<file path="config.mk">
export PLATFORM = sky130hd
export DESIGN_NAME = apb_master_flat
export DESIGN_NICKNAME = d
export VERILOG_FILES = /design/src/rtl/apb_master_if.sv /design/src/rtl/apb_master.sv /design/src/flat_wrapper.sv
export SDC_FILE = /design/constraint.sdc
export NUM_CORES = 1
export LEC_CHECK = 0
export CORE_UTILIZATION = 25
export DETAILED_ROUTE_END_ITERATION = 16
export GPL_ROUTABILITY_DRIVEN = 0
export PLACE_DENSITY = 0.6
export SYNTH_ARGS = -nofsm -noshare
export SYNTH_HDL_FRONTEND = slang
export SYNTH_SLANG_ARGS = --single-unit
</file>
<file path="constraint.sdc">
create_clock -name clk -period 4.4 [get_ports clk]
set_clock_uncertainty 0.1 [all_clocks]
set_input_delay 0.88 -clock clk [delete_from_list [all_inputs] [get_ports clk]]
set_output_delay 0.88 -clock clk [all_outputs]
set_load 0.005 [all_outputs]
</file>
<file path="src/rtl/apb_master_if.sv">
// Command/response and APB signal bundle for apb_master.
// The pready signal exists only when APB_PREADY_EN is defined.
interface apb_master_if #(
  parameter int ADDR_WIDTH = 3,
  parameter int DATA_WIDTH = 8
);
  logic                  cmd_valid;
  logic                  cmd_ready;
  logic                  cmd_write;
  logic [ADDR_WIDTH-1:0] cmd_addr;
  logic [DATA_WIDTH-1:0] cmd_wdata;
  logic                  rsp_valid;
  logic [DATA_WIDTH-1:0] rsp_rdata;
  logic                  rsp_err;
  logic                  psel;
  logic                  penable;
  logic                  pwrite;
  logic [ADDR_WIDTH-1:0] paddr;
  logic [DATA_WIDTH-1:0] pwdata;
  logic [DATA_WIDTH-1:0] prdata;
  logic                  pslverr;
`ifdef APB_PREADY_EN
  logic                  pready;
`endif

  modport master (
    input  cmd_valid, cmd_write, cmd_addr, cmd_wdata, prdata, pslverr,
`ifdef APB_PREADY_EN
    input  pready,
`endif
    output cmd_ready, rsp_valid, rsp_rdata, rsp_err,
    output psel, penable, pwrite, paddr, pwdata
  );

  modport slave (
    output cmd_valid, cmd_write, cmd_addr, cmd_wdata, prdata, pslverr,
`ifdef APB_PREADY_EN
    output pready,
`endif
    input  cmd_ready, rsp_valid, rsp_rdata, rsp_err,
    input  psel, penable, pwrite, paddr, pwdata
  );
endinterface

</file>
<file path="src/rtl/apb_master.sv">
// APB initiator: single outstanding command, SETUP/ACCESS sequencing, one-cycle response.
// Optional APB_PREADY_EN adds pready wait states with a TIMEOUT_CYCLES forced-error bound.
module apb_master #(
  parameter int ADDR_WIDTH     = 3,
  parameter int DATA_WIDTH     = 8,
  parameter int TIMEOUT_CYCLES = 15
) (
  input  logic           clk,
  input  logic           n_rst,
  apb_master_if.master   bus
);
  typedef enum logic [1:0] {IDLE, SETUP, ACCESS} state_t;

  state_t                state, state_d;
  logic                  psel, psel_d, penable, penable_d, pwrite, pwrite_d;
  logic [ADDR_WIDTH-1:0] paddr, paddr_d;
  logic [DATA_WIDTH-1:0] pwdata, pwdata_d;
  logic                  rsp_valid, rsp_valid_d, rsp_err, rsp_err_d;
  logic [DATA_WIDTH-1:0] rsp_rdata, rsp_rdata_d;
  logic                  cmd_ready, done, timeout;

`ifdef APB_PREADY_EN
  localparam int CW = $clog2(TIMEOUT_CYCLES + 1);
  logic [CW-1:0] wait_q, wait_d;
`endif

  always_ff @(posedge clk) begin
    if (n_rst) begin
      state     <= IDLE;
      psel      <= 1'b0;
      penable   <= 1'b0;
      pwrite    <= 1'b0;
      paddr     <= '0;
      pwdata    <= '0;
      rsp_valid <= 1'b0;
      rsp_rdata <= '0;
      rsp_err   <= 1'b0;
`ifdef APB_PREADY_EN
      wait_q    <= '0;
`endif
    end else begin
      state     <= state_d;
      psel      <= psel_d;
      penable   <= penable_d;
      pwrite    <= pwrite_d;
      paddr     <= paddr_d;
      pwdata    <= pwdata_d;
      rsp_valid <= rsp_valid_d;
      rsp_rdata <= rsp_rdata_d;
      rsp_err   <= rsp_err_d;
`ifdef APB_PREADY_EN
      wait_q    <= wait_d;
`endif
    end
  end

  always_comb begin
    state_d     = state;
    psel_d      = psel;
    penable_d   = penable;
    pwrite_d    = pwrite;
    paddr_d     = paddr;
    pwdata_d    = pwdata;
    rsp_valid_d = 1'b0;
    rsp_rdata_d = rsp_rdata;
    rsp_err_d   = rsp_err;
    cmd_ready   = 1'b0;
    done        = 1'b0;
    timeout     = 1'b0;
`ifdef APB_PREADY_EN
    wait_d      = wait_q;
`endif
    case (state)
      IDLE:  cmd_ready = 1'b1;
      SETUP: begin
        penable_d = 1'b1;
        state_d   = ACCESS;
      end
      ACCESS: begin
`ifdef APB_PREADY_EN
        timeout = !bus.pready && (wait_q == CW'(TIMEOUT_CYCLES));
        done    = bus.pready || timeout;
        if (!done) wait_d = wait_q + 1'b1;
`else
        done    = 1'b1;
`endif
        cmd_ready = done;
        if (done) begin
          rsp_valid_d = 1'b1;
          rsp_err_d   = bus.pslverr || timeout;
          rsp_rdata_d = (pwrite || timeout) ? '0 : bus.prdata;
          psel_d      = 1'b0;
          penable_d   = 1'b0;
          state_d     = IDLE;
        end
      end
      default: state_d = IDLE;
    endcase
    // Accept overrides the IDLE return so back-to-back commands keep psel high.
    if (cmd_ready && bus.cmd_valid) begin
      pwrite_d  = bus.cmd_write;
      paddr_d   = bus.cmd_addr;
      pwdata_d  = bus.cmd_wdata;
      psel_d    = 1'b1;
      penable_d = 1'b0;
      state_d   = SETUP;
`ifdef APB_PREADY_EN
      wait_d    = '0;
`endif
    end
  end

  assign bus.cmd_ready = cmd_ready;
  assign bus.rsp_valid = rsp_valid;
  assign bus.rsp_rdata = rsp_rdata;
  assign bus.rsp_err   = rsp_err;
  assign bus.psel      = psel;
  assign bus.penable   = penable;
  assign bus.pwrite    = pwrite;
  assign bus.paddr     = paddr;
  assign bus.pwdata    = pwdata;
endmodule

</file>
<file path="src/flat_wrapper.sv">
// flat-port wrapper written by rule: the top's interface ports become plain ports
module apb_master_flat 
#(
  parameter int ADDR_WIDTH     = 3,
  parameter int DATA_WIDTH     = 8,
  parameter int TIMEOUT_CYCLES = 15
)
  (clk, n_rst, bus_cmd_valid, bus_cmd_write, bus_cmd_addr, bus_cmd_wdata, bus_prdata, bus_pslverr, bus_cmd_ready, bus_rsp_valid, bus_rsp_rdata, bus_rsp_err, bus_psel, bus_penable, bus_pwrite, bus_paddr, bus_pwdata);
  apb_master_if #(.ADDR_WIDTH(ADDR_WIDTH), .DATA_WIDTH(DATA_WIDTH)) bus_i ();
  input  logic clk;
  input  logic n_rst;
  input wire logic [$bits(bus_i.cmd_valid)-1:0] bus_cmd_valid;
  input wire logic [$bits(bus_i.cmd_write)-1:0] bus_cmd_write;
  input wire logic [$bits(bus_i.cmd_addr)-1:0] bus_cmd_addr;
  input wire logic [$bits(bus_i.cmd_wdata)-1:0] bus_cmd_wdata;
  input wire logic [$bits(bus_i.prdata)-1:0] bus_prdata;
  input wire logic [$bits(bus_i.pslverr)-1:0] bus_pslverr;
  output wire logic [$bits(bus_i.cmd_ready)-1:0] bus_cmd_ready;
  output wire logic [$bits(bus_i.rsp_valid)-1:0] bus_rsp_valid;
  output wire logic [$bits(bus_i.rsp_rdata)-1:0] bus_rsp_rdata;
  output wire logic [$bits(bus_i.rsp_err)-1:0] bus_rsp_err;
  output wire logic [$bits(bus_i.psel)-1:0] bus_psel;
  output wire logic [$bits(bus_i.penable)-1:0] bus_penable;
  output wire logic [$bits(bus_i.pwrite)-1:0] bus_pwrite;
  output wire logic [$bits(bus_i.paddr)-1:0] bus_paddr;
  output wire logic [$bits(bus_i.pwdata)-1:0] bus_pwdata;
  assign bus_i.cmd_valid = bus_cmd_valid;
  assign bus_i.cmd_write = bus_cmd_write;
  assign bus_i.cmd_addr = bus_cmd_addr;
  assign bus_i.cmd_wdata = bus_cmd_wdata;
  assign bus_i.prdata = bus_prdata;
  assign bus_i.pslverr = bus_pslverr;
  assign bus_cmd_ready = bus_i.cmd_ready;
  assign bus_rsp_valid = bus_i.rsp_valid;
  assign bus_rsp_rdata = bus_i.rsp_rdata;
  assign bus_rsp_err = bus_i.rsp_err;
  assign bus_psel = bus_i.psel;
  assign bus_penable = bus_i.penable;
  assign bus_pwrite = bus_i.pwrite;
  assign bus_paddr = bus_i.paddr;
  assign bus_pwdata = bus_i.pwdata;
  apb_master #(.ADDR_WIDTH(ADDR_WIDTH), .DATA_WIDTH(DATA_WIDTH), .TIMEOUT_CYCLES(TIMEOUT_CYCLES)) u_core (.clk(clk), .n_rst(n_rst), .bus(bus_i));
endmodule
</file>
# After elaboration in Yosys (flattened, before gate mapping)
# Cells that the tools add are included.
[totals]
regBits = 26
inputBits = 24
output_inout_bits = 25
elab_cells = 27
[classes]
n_eq_ne = 3
muxes = 8
n_reduce_logical = 6
[ops]
columns = ["op", "n"]
rows = [
  ["$mux 8", 1],
  ["$mux 1", 5],
  ["$pmux 2 s2", 1],
  ["$reduce_bool 2->1", 2],
  ["$reduce_or 2->1", 2],
  ["$eq 2x1->1 const B", 1],
  ["$eq 2x2->1 const B", 1],
  ["$logic_not 2->1", 1],
  ["$ne 2x1->1 const B", 1],
  ["$pmux 1 s2", 1],
  ["$logic_and 1x1->1", 1],
]

# Longest topological paths before layout
[logic_depth]
depth_word = 5
mapped_depth = 6
mapped_depth_nobuf = 5

# Worst setup path before layout
# OpenSTA, ideal clock, no wires.
[synth_timing]
path_type = "register -> output"
startpoint = "register u_core.state[0]"
endpoint = "output bus_cmd_ready"
t_arrival_ps = 1104
t_required_ps = 3420
setup_slack_ps = 2316
stages_incl_launch_ff = 5
path_buffers = 1
cell_sequence = "dfxtp_1 inv_1 ha_1 buf_4 or2_2"
[synth_via]
elab_chain_cells = 3
word_cells_on_any_way = 4
classes_between = "eq/ne (1); mux (1); reduce/logical (2)"
[synth_rtl]
columns = ["element", "line_no", "text"]
rows = [
  ["start, declared", "apb_master.sv:14", "state_t state, state_d;"],
  ["start signal, assigned", "apb_master.sv:42", "state <= state_d;"],
  ["$eq 2x2->1 / $logic_not 2->1 (equally long branches)", "apb_master.sv:73", "case (state)"],
  ["$reduce_or 2->1 (no line) *", "n/a", ""],
  ["$mux 1 *", "apb_master.sv:73", ""],
  ["end, declared", "flat_wrapper.sv:18", "output wire logic [$bits(bus_i.cmd_ready)-1:0] bus_cmd_ready;"],
]
# Every way passes the cells marked *; elsewhere a longest branch is shown, timed or not.

# Final worst setup path
# Ends and elaborated chain as after synthesis.

==> impl_metrics.ini <==
[floorplanning]
coreArea_um2 = 4000
ios = 49
fp.dieH_um = 66.6
dieArea_um2 = 4440
die-width_um = 66.6
std_cell_rows = 23
start_util = 0.261

[final_layout]
nets = 190
final.fill_count = 388
synthToLayoutAreaGrowth_pct = 51.0
layout_common_cells = clkdlybuf4s50_1 (48), nand2_1 (26), dfxtp_1 (26), a21oi_1 (13)
diodes = 0
final_common_cell = clkdlybuf4s50_1
drive_above_1_share = 0.0994

[logic_synthesis]
synth_top_area_cell = dfxtp_1
synthTopCellsByArea = dfxtp_1 (50%), nand2_1 (9.3%), a21oi_2 (8.4%)
synth.yosys.warnings = 0
yosysUniqueCellTypes = 21
synth_nets = 144
syn_inst = 117
synth.ff_latch_count = 26
synthesis.area_um2 = 1040
ys_seq_area_frac = 0.498
syn_area_per_cell_um2 = 8.93
netlist.area_leader.share = 0.498

[critical_path]
critPathArrivalTime_ps = 1890
cp-start-kind = register
r2r_start = u_core.state[0]
path_max_fanout = 17
cp-end-kind = output pin
crit_path_end = bus_cmd_ready
worstSetupPathType = register to output pin
r2r-end = u_core.bus.pwdata[7]
reg2reg_depth = 5
required_ps = 3420
r2r_slack_ps = 2530
startpoint = u_core.state[0]

[cts]
cts-resized-gates = 0
numCtsBuffers = 3
cts_root_buffer = clkbuf_8
cts_max_level = 1
cts_tree = yes
path_clk_slew_ps = 80
clock_sink_count = 26
clk-insertion-delay-late_ps = 260
cts_buffer_depth = 2
cts_hold_buf = 0
post_cts_buffers = 0

[route]
finalWirelength_um = 2420
post_drt_wl_per_cell_um = 11.5
drtPass1Iterations = 2
antenna_left = 0
post_drt_via_cell_ratio = 4.28
drc = 0
vias = 903
drt_iter0_drc = 19

[sta]
max_slew_margin = 0.247
setup_viol = 0
setup-tns-final_ps = 0
min_period_ps = 2870
period_share = 0.653
rsz0062_at_grt = no
worstMarginPinSlew_ps = 1130
finalHoldViolations = 0
slew_viol_final = 0
hold_slack_ps = 366
max_freq_mhz = 348
setup_slack_ps = 1530

[grt]
grt_pass1_wl_um = 3840
grt_pass1_vias = 935
grt-ovfl-total = 0
grt_antenna_before_repair = 0
grt_start_max_net_pins = 27
track_usage = 0.112

[pwr]
p_leak_nw = 0.580
finalPower_mw = 0.473
vdd_drop_max_uv = 139
power_density_nw_per_um2 = 300

[place]
portBuffers = 48
post-place-ws_ps = 1800
hpwlAfterDp_um = 1740

[hold_path]
min_from = u_core.bus.pwdata[4]
hold_path_depth = 2
hp-class = register to register

[job]
cap_violations = 0

[run_status]
run_status = complete, no violations
==> worst min-delay path by stage <==
stage / to / slack, ps
after detailed placement: u_core.bus.pwdata[3] / 350
after floorplan: u_core.bus.pwdata[3] / 350
final: u_core.bus.pwdata[4] / 370
after global routing: u_core.bus.pwdata[0] / 390
after global placement: u_core.bus.pwdata[3] / 350
after CTS: u_core.bus.pwdata[3] / 370
==> worst max-delay path, stage by stage (launching register included) <==
cell and delay [ps]:
dfxtp_1 360, inv_1 70, ha_1 390, or2_2 370, clkdlybuf4s50_1 440
==> Yosys cell counts, drive strengths merged <==
cell and count:
dfxtp 26, clkbuf 1, o21ai 3, buf 6, nor2b 6, o21a 1
and2b 4, mux2i 1, nand3b 2, nand2 26, or2 1, ha 3
inv 2, nand2b 1, nor2 10, o211ai 1, a21oi 23
==> where the power goes <==
| group | switching (mW) | internal [mW] | total, mW |
|---|---|---|---|
| Clock | 0.0670 | 0.0611 | 0.128 |
| Sequential | 0.00678 | 0.248 | 0.255 |
| Combinational | 0.0375 | 0.0532 | 0.0907 |
==> final cells by class <==
cell class	count	area [um^2]	share of cell area
sequential	26	520	0.330
clock buffer	3	41.3	0.0262
multi-input combinational	82	465	0.295
timing repair buffer	48	480	0.305
inverter	2	7.51	0.00476
tap	50	62.6	0.0397
==> sequential cells by signal, summed over array words and instances, names as in the netlist <==
name,flops
u_core.bus.paddr,3
u_core.bus.pwrite,1
u_core.bus.pwdata,8
u_core.bus.rsp_err,1
u_core.bus.psel,1
u_core.bus.penable,1
u_core.state,2
u_core.bus.rsp_valid,1
u_core.bus.rsp_rdata,8
==> per-layer routing <==
layer	routed length, um	track usage	vias to the layer above	share of wire
li1	-	-	465	-
met1	1060	0.119	402	0.44
met2	1150	0.213	36	0.47
met3	217	0.0325	0	0.090
met4	0	0.0239	0	0
met5	0	0	-	0
==> through the flow <==
step | std cells | cell area (um^2) | utilization
after floorplan | 117 | 1040 | -
after global placement | 208 | 1540 | 0.384
after detailed placement | 208 | 1540 | 0.384
after CTS | 211 | 1580 | 0.394
after global routing | 211 | 1580 | 0.394
final | 211 | 1580 | 0.394
==> kinds of logic after synthesis <==
kind of cell    after synthesis  synth area share
flops                        26             0.498
mux                           1           0.00958
simple gates                 50             0.220
compound gates               28             0.180
fa+ha+maj                     3            0.0359
buf+inv                       9            0.0563
Power figures use the tool's default switching activity.
